--- config.mk ---
export PLATFORM = sky130hd
export DESIGN_NAME = wfifo_wr_arb
export DESIGN_NICKNAME = d
export VERILOG_FILES = /design/src/rtl/wfifo_wr_arb.sv
export SDC_FILE = /design/constraint.sdc
export NUM_CORES = 1
export LEC_CHECK = 0
export ABC_AREA = 1
export CAP_MARGIN = 20
export CORE_MARGIN = 4
export CORE_UTILIZATION = 40
export DETAILED_ROUTE_END_ITERATION = 8
export GPL_ROUTABILITY_DRIVEN = 0
export GPL_TIMING_DRIVEN = 0
export PLACE_DENSITY = 0.79
export REMOVE_ABC_BUFFERS = 1
export SKIP_LAST_GASP = 1
export SLEW_MARGIN = 5
export SYNTH_ARGS = -nofsm -noshare
export SYNTH_HDL_FRONTEND = slang
export SYNTH_SLANG_ARGS = --single-unit
export TNS_END_PERCENT = 50
--- constraint.sdc ---
create_clock -name wclk -period 3 [get_ports wclk]
set_input_delay 0.6 -clock wclk [delete_from_list [all_inputs] [get_ports wclk]]
set_output_delay 0.6 -clock wclk [all_outputs]
set_load 0.01 [all_outputs]
--- src/rtl/wfifo_wr_arb.sv ---
// wfifo_wr_arb: two-requester round-robin write arbiter and write-side pointer/flag logic
// for an asynchronous FIFO (Gray write pointer, full / almost-full / occupancy). Rev 1.0
`default_nettype none

module wfifo_wr_arb #(
    parameter int ADDRSIZE  = 4,
    parameter int DSIZE     = 8,
    parameter int AFULL_LVL = 12
) (
    input  logic                wclk,
    input  logic                wrst_n,
    input  logic                req0_valid,
    input  logic [DSIZE-1:0]    req0_data,
    output logic                req0_ready,
    input  logic                req1_valid,
    input  logic [DSIZE-1:0]    req1_data,
    output logic                req1_ready,
    input  logic [ADDRSIZE:0]   wq2_rptr,
    output logic                wclken,
    output logic [ADDRSIZE-1:0] waddr,
    output logic [DSIZE-1:0]    wdata,
    output logic [ADDRSIZE:0]   wptr,
    output logic                wfull,
    output logic                wafull,
    output logic [ADDRSIZE:0]   wlevel
);

    localparam logic [ADDRSIZE:0] AFULL_THR = (ADDRSIZE+1)'(AFULL_LVL);

    logic [ADDRSIZE:0] wbin;
    logic [ADDRSIZE:0] wbin_next;
    logic [ADDRSIZE:0] wptr_next;
    logic [ADDRSIZE:0] rbin;
    logic [ADDRSIZE:0] level_next;
    logic              full_next;
    logic              afull_next;
    logic              last_grant;
    logic              gnt0;
    logic              gnt1;

    // Grants are suppressed while in reset so no handshake can land during it.
    always_comb begin
        gnt0 = 1'b0;
        gnt1 = 1'b0;
        if (wrst_n && !wfull) begin
            if (req0_valid && req1_valid) begin
                if (last_grant) gnt0 = 1'b1;
                else            gnt1 = 1'b1;
            end else if (req0_valid) begin
                gnt0 = 1'b1;
            end else if (req1_valid) begin
                gnt1 = 1'b1;
            end
        end
    end

    assign req0_ready = gnt0;
    assign req1_ready = gnt1;
    assign wclken     = (req0_valid & req0_ready) | (req1_valid & req1_ready);
    assign waddr      = wbin[ADDRSIZE-1:0];
    assign wdata      = gnt0 ? req0_data : (gnt1 ? req1_data : '0);

    assign wbin_next  = wbin + {{ADDRSIZE{1'b0}}, wclken};
    assign wptr_next  = (wbin_next >> 1) ^ wbin_next;

    always_comb begin
        rbin[ADDRSIZE] = wq2_rptr[ADDRSIZE];
        for (int i = ADDRSIZE-1; i >= 0; i--) begin
            rbin[i] = rbin[i+1] ^ wq2_rptr[i];
        end
    end

    // Full when the next write pointer is one lap ahead of the synchronized read pointer.
    assign full_next  = (wptr_next == {~wq2_rptr[ADDRSIZE:ADDRSIZE-1], wq2_rptr[ADDRSIZE-2:0]});
    assign level_next = wbin_next - rbin;
    assign afull_next = (level_next >= AFULL_THR);

    always_ff @(posedge wclk or negedge wrst_n) begin
        if (!wrst_n) begin
            wbin       <= '0;
            wptr       <= '0;
            wfull      <= 1'b0;
            wafull     <= 1'b0;
            wlevel     <= '0;
            last_grant <= 1'b1;
        end else begin
            wbin   <= wbin_next;
            wptr   <= wptr_next;
            wfull  <= full_next;
            wafull <= afull_next;
            wlevel <= level_next;
            if (gnt0 || gnt1) begin
                last_grant <= gnt1;
            end
        end
    end

endmodule

`default_nettype wire

==> results of run 1 <==
[final cells by class]
cell class	instances	area (um2)
clock inverters	1	5.00
well taps	30	37.5
multi-input cells	95	609
fillers	209	813
repair buffers	56	551
clock buffers	3	22.5
flip-flops and latches	17	427
inverters	21	80.1
[through the flow]
stage / instance area, um2 / cells / hold slack, ns / util
2_1_floorplan: 1080 / 133 / 0.304 / -
3_3_place_gp: 1630 / 214 / 0.508 / 0.642
3_5_place_dp: 1630 / 214 / 0.530 / 0.642
4_1_cts: 1690 / 221 / 0.229 / 0.664
5_1_grt: 1730 / 223 / 0.186 / 0.680
6_report: 1730 / 223 / 0.186 / 0.680
[critical path, cell delays in order]
cell and delay [ns]:
sky130_fd_sc_hd__clkbuf_4 0.25, sky130_fd_sc_hd__inv_1 0.06, sky130_fd_sc_hd__nor2_1 0.15, sky130_fd_sc_hd__and3_4 0.27, sky130_fd_sc_hd__buf_4 0.13, sky130_fd_sc_hd__a22o_1 0.15
sky130_fd_sc_hd__clkdlybuf4s50_1 0.55
[sequential cells by signal, summed over array words and instances (netlist names)]
name / cells
wlevel: 5
wbin: 5
last_grant: 1
wafull: 1
wfull: 1
wptr: 4
[power breakdown]
part	switching [W]	internal [W]	total [W]
Combinational	0.000522	0.000524	0.00105
Clock	0.0000708	0.0000495	0.000120
Sequential	0.0000702	0.000351	0.000422
Total	0.000663	0.000925	0.00159
[kinds of logic after synthesis]
kind of cell | count (synthesis) | synth area share
AOI/OAI and AO/OA | 12 | 0.0838
xor gates and xnor gates | 6 | 0.0689
adders and majority gates | 8 | 0.0987
buffers and inverters | 22 | 0.0769
DFF | 17 | 0.392
and+or+nand+nor | 69 | 0.280
[placed cells by master, fill, tap and decap left out, drive strengths merged]
| cell | Yosys | final |
|---|---|---|
| nor2 | 4 | 4 |
| dfrtp | 16 | 16 |
| dlymetal6s2s | 0 | 2 |
| nand2 | 41 | 41 |
| clkinv | 1 | 2 |
| ha | 7 | 7 |
| clkdlybuf4s50 | 0 | 48 |
| clkbuf | 0 | 4 |
| a21oi | 1 | 1 |
| fa | 1 | 1 |
| a22o | 8 | 8 |
| nand4 | 2 | 2 |
| nand3b | 1 | 1 |
| or2 | 2 | 2 |
| dfstp | 1 | 1 |
| xnor2 | 3 | 3 |
| and3 | 1 | 1 |
| buf | 1 | 5 |
| xor2 | 3 | 3 |
| nand3 | 18 | 18 |
| o21ai | 2 | 2 |
| a31oi | 1 | 1 |
| inv | 20 | 20 |
[repair_timing]
item,CTS,global route
hold buffers,0,0
endpoints found under the setup margin,23,4
cloned,0,0
setup buffers,3,2
resized for setup,11,8
pin swaps,2,3
[layer usage]
metal  wire length (um)  share of wire  vias to the layer above
met5                  0              0                        -
met4                 36          0.013                        0
met3                366           0.13                        4
met2               1370           0.48                       60
met1               1070           0.38                      509
li1                   -              -                      552
[how the worst max path moves through the flow]
stage / from / end / cells after the start
after floorplan: wrst_n / wafull$_DFF_PN0_ / 17
final: wrst_n / wdata[0] / 7
after detailed placement: wrst_n / wafull$_DFF_PN0_ / 18
after CTS: req0_valid / wafull$_DFF_PN0_ / 13
after global placement: wrst_n / wafull$_DFF_PN0_ / 18
after global routing: wrst_n / wafull$_DFF_PN0_ / 16
==> summary by stage, run 1 <==
Layout
Of the cells placed in the final design, the portion with a size suffix greater than 1 is 0.124. 0 antenna diodes ended up in the layout. Compared with the post-synthesis result, the final layout area differs by 58.9%.

The net total in the final layout is 227.

Timing
The number of setup violations in the final report is 0. The final hold violation count is 0. For the pin with the worst max-slew slack, the measured transition is approximately 0.27 ns. The maximum operating frequency is between 300 and 400 MHz.

The worst path in the final design needs a cycle of between 2 and 3 ns, including I/O delays and setup. The setup TNS is 0 ns. The post-layout worst setup margin is about 0.23 ns. Measured against its own limit, the worst slew margin works out to 0.821. Dividing the final minimum period by the clock period gives 0.922. The worst setup skew after layout is approximately 0.00091 ns.

The count of pins over their slew limit is 0.

Die
The initialized floorplan defines 18 standard-cell rows. The effective utilization at floorplan is 0.428. Pin placement for this block handled between 50 and 60 I/O pins.

The area of the core region is 0.00254 mm2. The chip width is 60.2 um. The die is 60.2 um tall. The overall die area is between 0.003 and 0.004 mm2.

Clock network
The tree is rooted in a sky130_fd_sc_hd__clkbuf_4. The number of sinks on the clock net is 17. In this run the number of H-tree levels came out at 1. The number of CTS-inserted buffers is 3.

The maximum clock insertion buffer count is 2. The clock latency of the later-clocked register in the worst-skew pair is 0.28 ns. TritonCTS built the clock tree. The clock-pin slew on the worst setup and hold paths is approximately 0.10 ns.

Synthesis
Yosys mapped the design onto 25 distinct sky130hd cell types. Counting flops with a built-in enable in the synthesized netlist gives 0. Counting flops and latches in the post-synthesis netlist gives 17. Of the synthesized area, sequential elements account for 0.392.

In the synthesized netlist the dominant register cell turns out to be sky130_fd_sc_hd__dfrtp_1. The cell area after technology mapping is 0.00109 mm2. Each instance of the synthesized netlist takes up on average ~8 um2. The share of synthesized registers carrying an async set or reset is 1.00.

The commonest cells after synthesis are 40 x sky130_fd_sc_hd__nand2_1, 20 x sky130_fd_sc_hd__inv_1, 17 x sky130_fd_sc_hd__nand3_1, 16 x sky130_fd_sc_hd__dfrtp_1, 8 x sky130_fd_sc_hd__a22o_1. The Yosys step of the flow raised 0 warnings. The dominant cell by count in the synthesized netlist is sky130_fd_sc_hd__nand2_1. The fraction of synthesized cell area taken by the top area cell type is 0.367. The cell accounting for the most synthesized area is sky130_fd_sc_hd__dfrtp_1. Counting every instance in the synthesized netlist gives about 130. Sorting the synthesized cells by area gives the leading types as sky130_fd_sc_hd__dfrtp_1 37%, sky130_fd_sc_hd__nand2_1 14%, sky130_fd_sc_hd__ha_1 8.0%.

Critical path
The startpoint identified for the worst register-to-register timing path is last_grant$_DFFE_PN1P_. The critical path in this run is classified as in -> out. The register-to-register path setup slack is around 0.38 ns.

STA puts the critical path data arrival time at between 2 and 2.5 ns. The reg-to-reg critical path endpoint is wafull$_DFF_PN0_. The peak fanout along the critical path is 18. The worst endpoint required time is 2.40 ns. The depth of the worst register-to-register path is 12. The sort of element at the end of the critical path is a primary output. The critical path startpoint category is an input port.

Min path
The tightest min-delay check is of the in -> async type.

Global route
The layer flagged by global routing as most heavily used is met2. The overall global routing resource usage is 0.163. The global routing usage on met1 is 0.168. The total global routing overflow is 0. The number of antenna violations at the first check in global routing was 0. The number of global-route vias before repair is 1,109. Entering global routing, the biggest net connects 19 pins.

The met2 track demand over resource in global routing is 0.310. For met3 alone, demand over resource in global routing was 0.0432. The first global-routing pass estimated between 4000 and 5000 um of wire.

Placed design
During placement, the flow inserted port buffers numbering 51. Summed over all nets, the half-perimeter wirelength after detailed placement is around 2300 um. The worst slack after detailed placement is -1.21 ns.

Detailed routing
The routed design has ~2800 um of wire. The count of nets left with antenna violations once routing finished came out at 0. The ratio of routed vias to standard cells is between 5 and 6. For this block, the initial DRC count from the detailed router was 28. Dividing the detail-routed wire length by the instance count gives about 13 um. The via count is 1,125. For this run, the detailed router's first-pass iteration total came to 6.

The count of unresolved DRC violations after routing is 0.

Power and ir drop
For this design the static power due to leakage is 0.870 nW. The power after layout is around 0.0016 W. The power density relative to cell area is between 900 and 1000 mW/mm2. The peak supply drop is 744 uV.

Job
The number of max-cap violations is 0.

Outcome
The flow ran to the end, and the final reports show no timing, DRC or antenna violations.
No activity file was read; power rests on OpenSTA's default activity.
==> run 2: changes to the inputs <==
==> constraint.sdc (replaced) <==
create_clock -name wclk -period 2.7 [get_ports wclk]
set_input_delay 0.54 -clock wclk [delete_from_list [all_inputs] [get_ports wclk]]
set_output_delay 0.54 -clock wclk [all_outputs]
set_load 0.01 [all_outputs]
==> run 2 against run 1 <==
Non-clock buffer count rose by 1. Highest routed layer unchanged. Hold slack got worse by 0.13 ns. Register-to-register slack got worse by 0.22 ns. Sequential share of layout area fell by 1.1 points. Wire length rose by 4.6%. Sequential power rose by 12%. Cell area rose by 4.7%. Combinational power rose by 19%.
==> summary by stage, run 2 (synthesis gave the netlist of run 1 again) <==
Power and ir drop
The net switching component of the power is between 0.0007 and 0.0008 W. The share of total power dissipated in combinational logic is 0.672. The worst-case IR drop observed on VDD is around 830 uV.

In this run the static leakage power is approximately 0.90 nW. Of the total power, registers draw 0.255. The fraction of power spent switching nets is 0.420. In this run the power density over the cells is 1020 mW/mm2.

The internal portion of the total power is about 0.0011 W. The clock network fraction of total power is 0.073.

Global route
Entering global routing, the biggest net connects 19 pins. The number of global-route vias before repair came to between 1,000 and 1,500. The first global-routing pass estimated 4770 um of wire. The total global routing overflow is 0.

The number of antenna violations at the first check in global routing came to 0. For this run, the total global-route usage over all layers was measured as 0.172.

Layout
Summing all flip-flop and latch instances after layout gives between 400 and 500 um2. In the final design database the tool counted 228 nets. In the final layout, the registers with the most flip-flops are wbin (5), wlevel (5), wptr (4). In the final layout, the multi-input gates occupy around 680 um2. 0 antenna diodes ended up in the layout. The share of final-layout standard cells stronger than drive strength 1 is 0.149. The filler cells instantiated in the layout total 196. In the layout the commonest cells are 45 x sky130_fd_sc_hd__clkdlybuf4s50_1, 39 x sky130_fd_sc_hd__nand2_1, 19 x sky130_fd_sc_hd__inv_1.

From synthesis to final layout, the design area changed by 66.4%. Leaving out fill and tap cells, the most frequent cell in the layout is sky130_fd_sc_hd__clkdlybuf4s50_1.

Critical path
The source of the worst register-to-register timing path is last_grant$_DFFE_PN1P_. The critical path startpoint category is a register. Among all stages on the critical path, the largest delay is contributed by sky130_fd_sc_hd__dfstp_2. Counting both buffers and inverters, the worst setup path holds a total of 4. The category of the most critical setup path is reg -> reg. The sort of element at the end of the critical path is a register. The worst register-to-register path ends at wlevel[3]$_DFF_PN0_. The family with the most delay on the worst path is simple AND/OR/NAND/NOR gates. The data arrival time at the worst-slack endpoint is approximately 2.8 ns.

The biggest cell delay along the critical path is 0.54 ns. The depth of the worst register-to-register path is 15. The worst register-to-register path has a setup slack of 0.16 ns. STA puts the critical path data required time at around 2.9 ns. Along the worst path, the maximum fanout reaches 5. By instance count, the cell type seen most on the critical path is sky130_fd_sc_hd__ha_4. Walking the worst path, the cells encountered are nand2_1, nand3_2, clkinv_2, or2_4, ha_4, ha_4, inv_1, nand2_2, nand2_2, inv_2, ha_4, nand2_1, o21ai_1, xor2_1, buf_4.

Timing
Headroom to the max-slew limit came out at 0.809. Across all setup checks in the final design, the least slack found is roughly 0.16 ns. The maximum operating frequency is ~400 MHz. Setup violations remaining at the end of the flow were counted as 0.

The count of pins over their slew limit is 0. The worst setup skew after layout is around 0.0021 ns. For the finished layout, the period the worst path requires is 2.54 ns. For the pin with the worst max-slew slack, the measured transition is around 0.29 ns. The tightest hold path in the finished design has a slack of around 0.053 ns.

The final worst-path cycle share is 0.940. The final hold violation count was 0.

Placed design
The worst slack after detailed placement is -1.45 ns. The count of buffers inserted at the top-level ports is 51. The detailed-placement wirelength estimate is around 2300 um.

Clock network
The CTS tree is done. In this run the clock root is driven by a sky130_fd_sc_hd__clkbuf_4. The clock-pin slew on the worst setup and hold paths is roughly 0.1 ns. The clock reaches the later pin of the worst-skew pair after 0.29 ns. The number of hold-repair buffers added at the cts stage is 0. The H-tree depth is 1. The number of sinks on the clock net is 17. The maximum clock insertion buffer count is 2.

The number of CTS-inserted buffers is 3.

Detailed routing
Wires add up to about 3000 um. For this block, the via count after detailed routing is roughly 1,100. After detailed routing, the number of remaining DRC violations is 0.

The first routing iteration left 28 violations. The final routed wire length divided by cell count is around 13 um. Once detail routing completed, the nets flagged for antenna violations numbered 0.

Before antenna repair, the detailed router went through 4 iterations. Using the TritonRoute via totals, the vias-per-cell ratio works out to 5.05.

Die
In this run the vertical extent of the chip is 60.2 um. The total number of placement rows is 18. The chip width is between 60 and 70 um. The floorplan step defined a die boundary enclosing 0.00362 mm2. For this configuration, the core starts out at a cell density of 0.428. The count of pins on the block boundary is 52.

The core region is approximately 0.0025 mm2.

Outcome
The flow ran to the end, and the final reports show no timing, DRC or antenna violations.

Job
The number of max-cap violations is 0.

Min path
In this run the worst hold path is classified as in -> async.
[run 2: power by group through the flow]
stage	Sequential (W)	Combinational, W	Clock [W]
final	0.000473	0.00125	0.000136
after global routing	0.000489	0.00140	0.000149
after CTS	0.000473	0.00120	0.000139
after detailed placement	0.000468	0.00108	0
after global placement	0.000462	0.00106	0
after floorplan	0.000523	0.000573	0
[run 2: metal layers]
| layer | track usage | vias to the layer above | share of wire |
|---|---|---|---|
| li1 | - | 557 | - |
| met4 | 0.0538 | 0 | 0.017 |
| met3 | 0.0432 | 7 | 0.12 |
| met5 | 0 | - | 0 |
| met2 | 0.330 | 58 | 0.49 |
| met1 | 0.180 | 510 | 0.37 |
[run 2: how the worst max path moves through the flow]
| stage | slack [ns] | cells past startpoint | from | endpoint |
|---|---|---|---|---|
| after detailed placement | -1.45 | 18 | wrst_n | wafull$_DFF_PN0_ |
| after CTS | 0.003 | 13 | req0_valid | wafull$_DFF_PN0_ |
| after global routing | -0.03 | 16 | last_grant$_DFFE_PN1P_ | wafull$_DFF_PN0_ |
| after floorplan | -0.23 | 17 | wrst_n | wafull$_DFF_PN0_ |
| after global placement | -1.41 | 18 | wrst_n | wafull$_DFF_PN0_ |
| final | 0.16 | 15 | last_grant$_DFFE_PN1P_ | wlevel[3]$_DFF_PN0_ |
[run 2: timing repair]
action / CTS / global route
setup endpoints to repair: 26 / 11
setup buffers: 6 / 0
pin swaps: 4 / 3
resized for setup: 20 / 10
[run 2: per-stage QoR]
step	std cells	utilization	power (W)	TNS, ns	area [um2]
after floorplan	133	-	0.00110	-0.496	1080
after global placement	214	0.642	0.00152	-20.31	1630
after detailed placement	214	0.642	0.00155	-21.02	1630
after CTS	224	0.690	0.00181	0	1760
after global routing	224	0.712	0.00204	-0.0345	1810
final	224	0.712	0.00186	0	1810
[run 2: layout make-up]
cell class,instances,area share
Clock buffer,3,0.0124
Inverter,21,0.0442
Tap cell,30,0.0207
Clock inverter,1,0.00276
Sequential cell,17,0.235
Timing Repair Buffer,57,0.312
Multi-Input combinational cell,95,0.373
==> edit (flow settings as in run 1) <==
Register the output `wlevel` once more, with the module's reset; this adds one clock of latency there. The other outputs are not delayed to match.
--- a/src/rtl/wfifo_wr_arb.sv
+++ b/src/rtl/wfifo_wr_arb.sv
@@ -28,2 +28,4 @@
     localparam logic [ADDRSIZE:0] AFULL_THR = (ADDRSIZE+1)'(AFULL_LVL);
+
+    logic [ADDRSIZE:0] wlevel_s0;
 
@@ -83,3 +85,3 @@
             wafull     <= 1'b0;
-            wlevel     <= '0;
+            wlevel_s0  <= '0;
             last_grant <= 1'b1;
@@ -90,3 +92,3 @@
             wafull <= afull_next;
-            wlevel <= level_next;
+            wlevel_s0 <= level_next;
             if (gnt0 || gnt1) begin
@@ -94,2 +96,10 @@
             end
+        end
+    end
+
+    always_ff @(posedge wclk or negedge wrst_n) begin
+        if (!wrst_n) begin
+            wlevel <= '0;
+        end else begin
+            wlevel <= wlevel_s0;
         end
Check against the original RTL: not equivalent (Yosys sat finds a counterexample within 4 cycles, from zero or initial values and one cycle with wrst_n low).
==> edit against run 1 <==
Count of clock-buffer cells in the layout unchanged; clock skew increased by 0.0034 ns; final area increased by 7.9%; worst hold slack got worse by 0.037 ns; routed wire length increased by 14%; setup slack got worse by 0.066 ns; synthesized area increased by 11%; sequential cell count increased by 5; power increased by 15%; first-iteration DRC count increased by 130%; highest routed layer unchanged.
==> edit: results <==
min_path:
  min_path_type: "in -> async"
worst_setup_path:
  arrival_ns: 3.04
  endpoint: "wafull"
  regToRegSetupSlack_ns: 0.42
  crit_fanout: 11
  timing.rr.start: "last_grant"
  crit_path_start: "req1_valid"
  crit_slowest_cell: "clkdlybuf4s50_1"
  max_stage_delay_ns: 0.48
  reg2regPathDepth: 12
  path_delay_family: "adder cells"
final_layout:
  diodes: 0
  reg_top3: "wbin (5), wlevel (5), wlevel_s0 (5)"
  fin_nets: 231
  drive_gt1_share_pct: 11.7
  fill_cells: 246
synthesis:
  synthTopCellsByArea: "dfrtp_1, nand2_1, ha_1"
  ys_warn_count: 0
  synth_compound_area_share_pct: 7.52
  async_flop_share_pct: 100
  synthMuxAreaShare_pct: 0
  synth_flop_cell: "dfrtp_1"
  synth-adder-area-share_pct: 8.86
  yosysUniqueCellTypes: 25
  synth_xor_area_share_pct: 6.18
  yosys-top-cells-count: "nand2_1, dfrtp_1, inv_1"
  seq_area_frac_synth_pct: 45.4
  postSynthCellCount: 139
clock_network:
  clk_pin_slew_worst_paths_ns: 0.12
  clk_path_buf_depth: 2
  htreeDepth: 1
  insertion_delay_ns: 0.31
  root_buffer: "clkbuf_4"
  numCtsBuffers: 3
pwr:
  ir_worst_vdd_v: 0.000614
  p_leak_nw: 0.912
grt:
  track_usage_pct: 16.5
  grt_start_max_net_pins: 24
  antenna_found_initial: 0
  grt_first_pass_wirelength_um: 5220
  grt_pass1_vias: 1148
run_status:
  outcome: "completed"
placement:
  io_buffers: 51
  placed_cells: 220
  dp_slack_ns: -1.35
  place_area_um2: 1760
  place_hpwl_um: 2540
drt:
  postRouteWirelength_um: 3230
  via_per_inst: 5.10
  vias: 1162
  drt_iter0_drc: 65
  firstDrtPassIters: 4
timing:
  finalWorstSetupSlack_ns: 0.168
  slew_headroom_pct: 79.4
  finClkSkew_ns: 0.00428
## edit: cell count changes after synthesis
cell | before | now
dfrtp_1 | 16 | 21
## edit: layout make-up
cell class / count / area share, %
repair buffers: 55 / 28.8
inverters: 21 / 4.29
multi-input cells: 95 / 32.5
clock buffers: 3 / 1.21
flip-flops and latches: 22 / 29.5
clock inverters: 1 / 1.61
well taps: 31 / 2.08
## edit: cell families after synthesis
group                    count (synthesis)
XOR/XNOR                                 6
AND/OR/NAND/NOR                         69
buffers and inverters                   22
flip-flops                              22
adder cells (fa/ha/maj)                  8
AO/OA/AOI/OAI                           12
## edit: worst min-delay path by stage
stage / to
2_1_floorplan: wafull
3_3_place_gp: wlevel[4]
4_1_cts: wlevel_s0[0]
5_1_grt: wlevel[0]
3_5_place_dp: wlevel[2]
6_report: wlevel_s0[0]
## edit: through the flow
stage	power, mW	util (%)	hold slack (ns)
after CTS	1.77	64.6	0.155
after floorplan	1.09	-	0.304
final	1.82	66.0	0.149
after global routing	1.97	66.0	0.154
after detailed placement	1.52	62.2	0.337
after global placement	1.47	62.2	0.332
## edit: routing by layer
| layer | wire [µm] | vias to the layer above | GRT usage, % |
|---|---|---|---|
| met5 | 0 | - | 0 |
| met4 | 32 | 0 | 4.68 |
| met3 | 255 | 6 | 4.26 |
| met2 | 1660 | 55 | 30.0 |
| met1 | 1290 | 534 | 18.8 |
| li1 | - | 567 | - |
## edit: power breakdown
part           total [mW]  switching, mW  internal [mW]
combinational        1.06          0.543          0.520
sequential          0.533         0.0815          0.451
clock               0.225         0.0901          0.135
## edit: worst reg2reg max path, stage by stage, from the launching register on
cell	delay [ns]
dfstp_2	0.55
nand2_1	0.05
nand3_1	0.10
clkinv_2	0.08
or2_4	0.27
ha_4	0.17
ha_2	0.38
inv_1	0.11
fa_2	0.39
inv_1	0.07
a31oi_1	0.09
nand3_1	0.11
nand3_1	0.09
## edit: timing repair
action | in CTS | in global routing
pin swaps | 1 | 1
setup buffers | 1 | 3
setup endpoints to repair | 24 | 3
resized for setup | 13 | 4
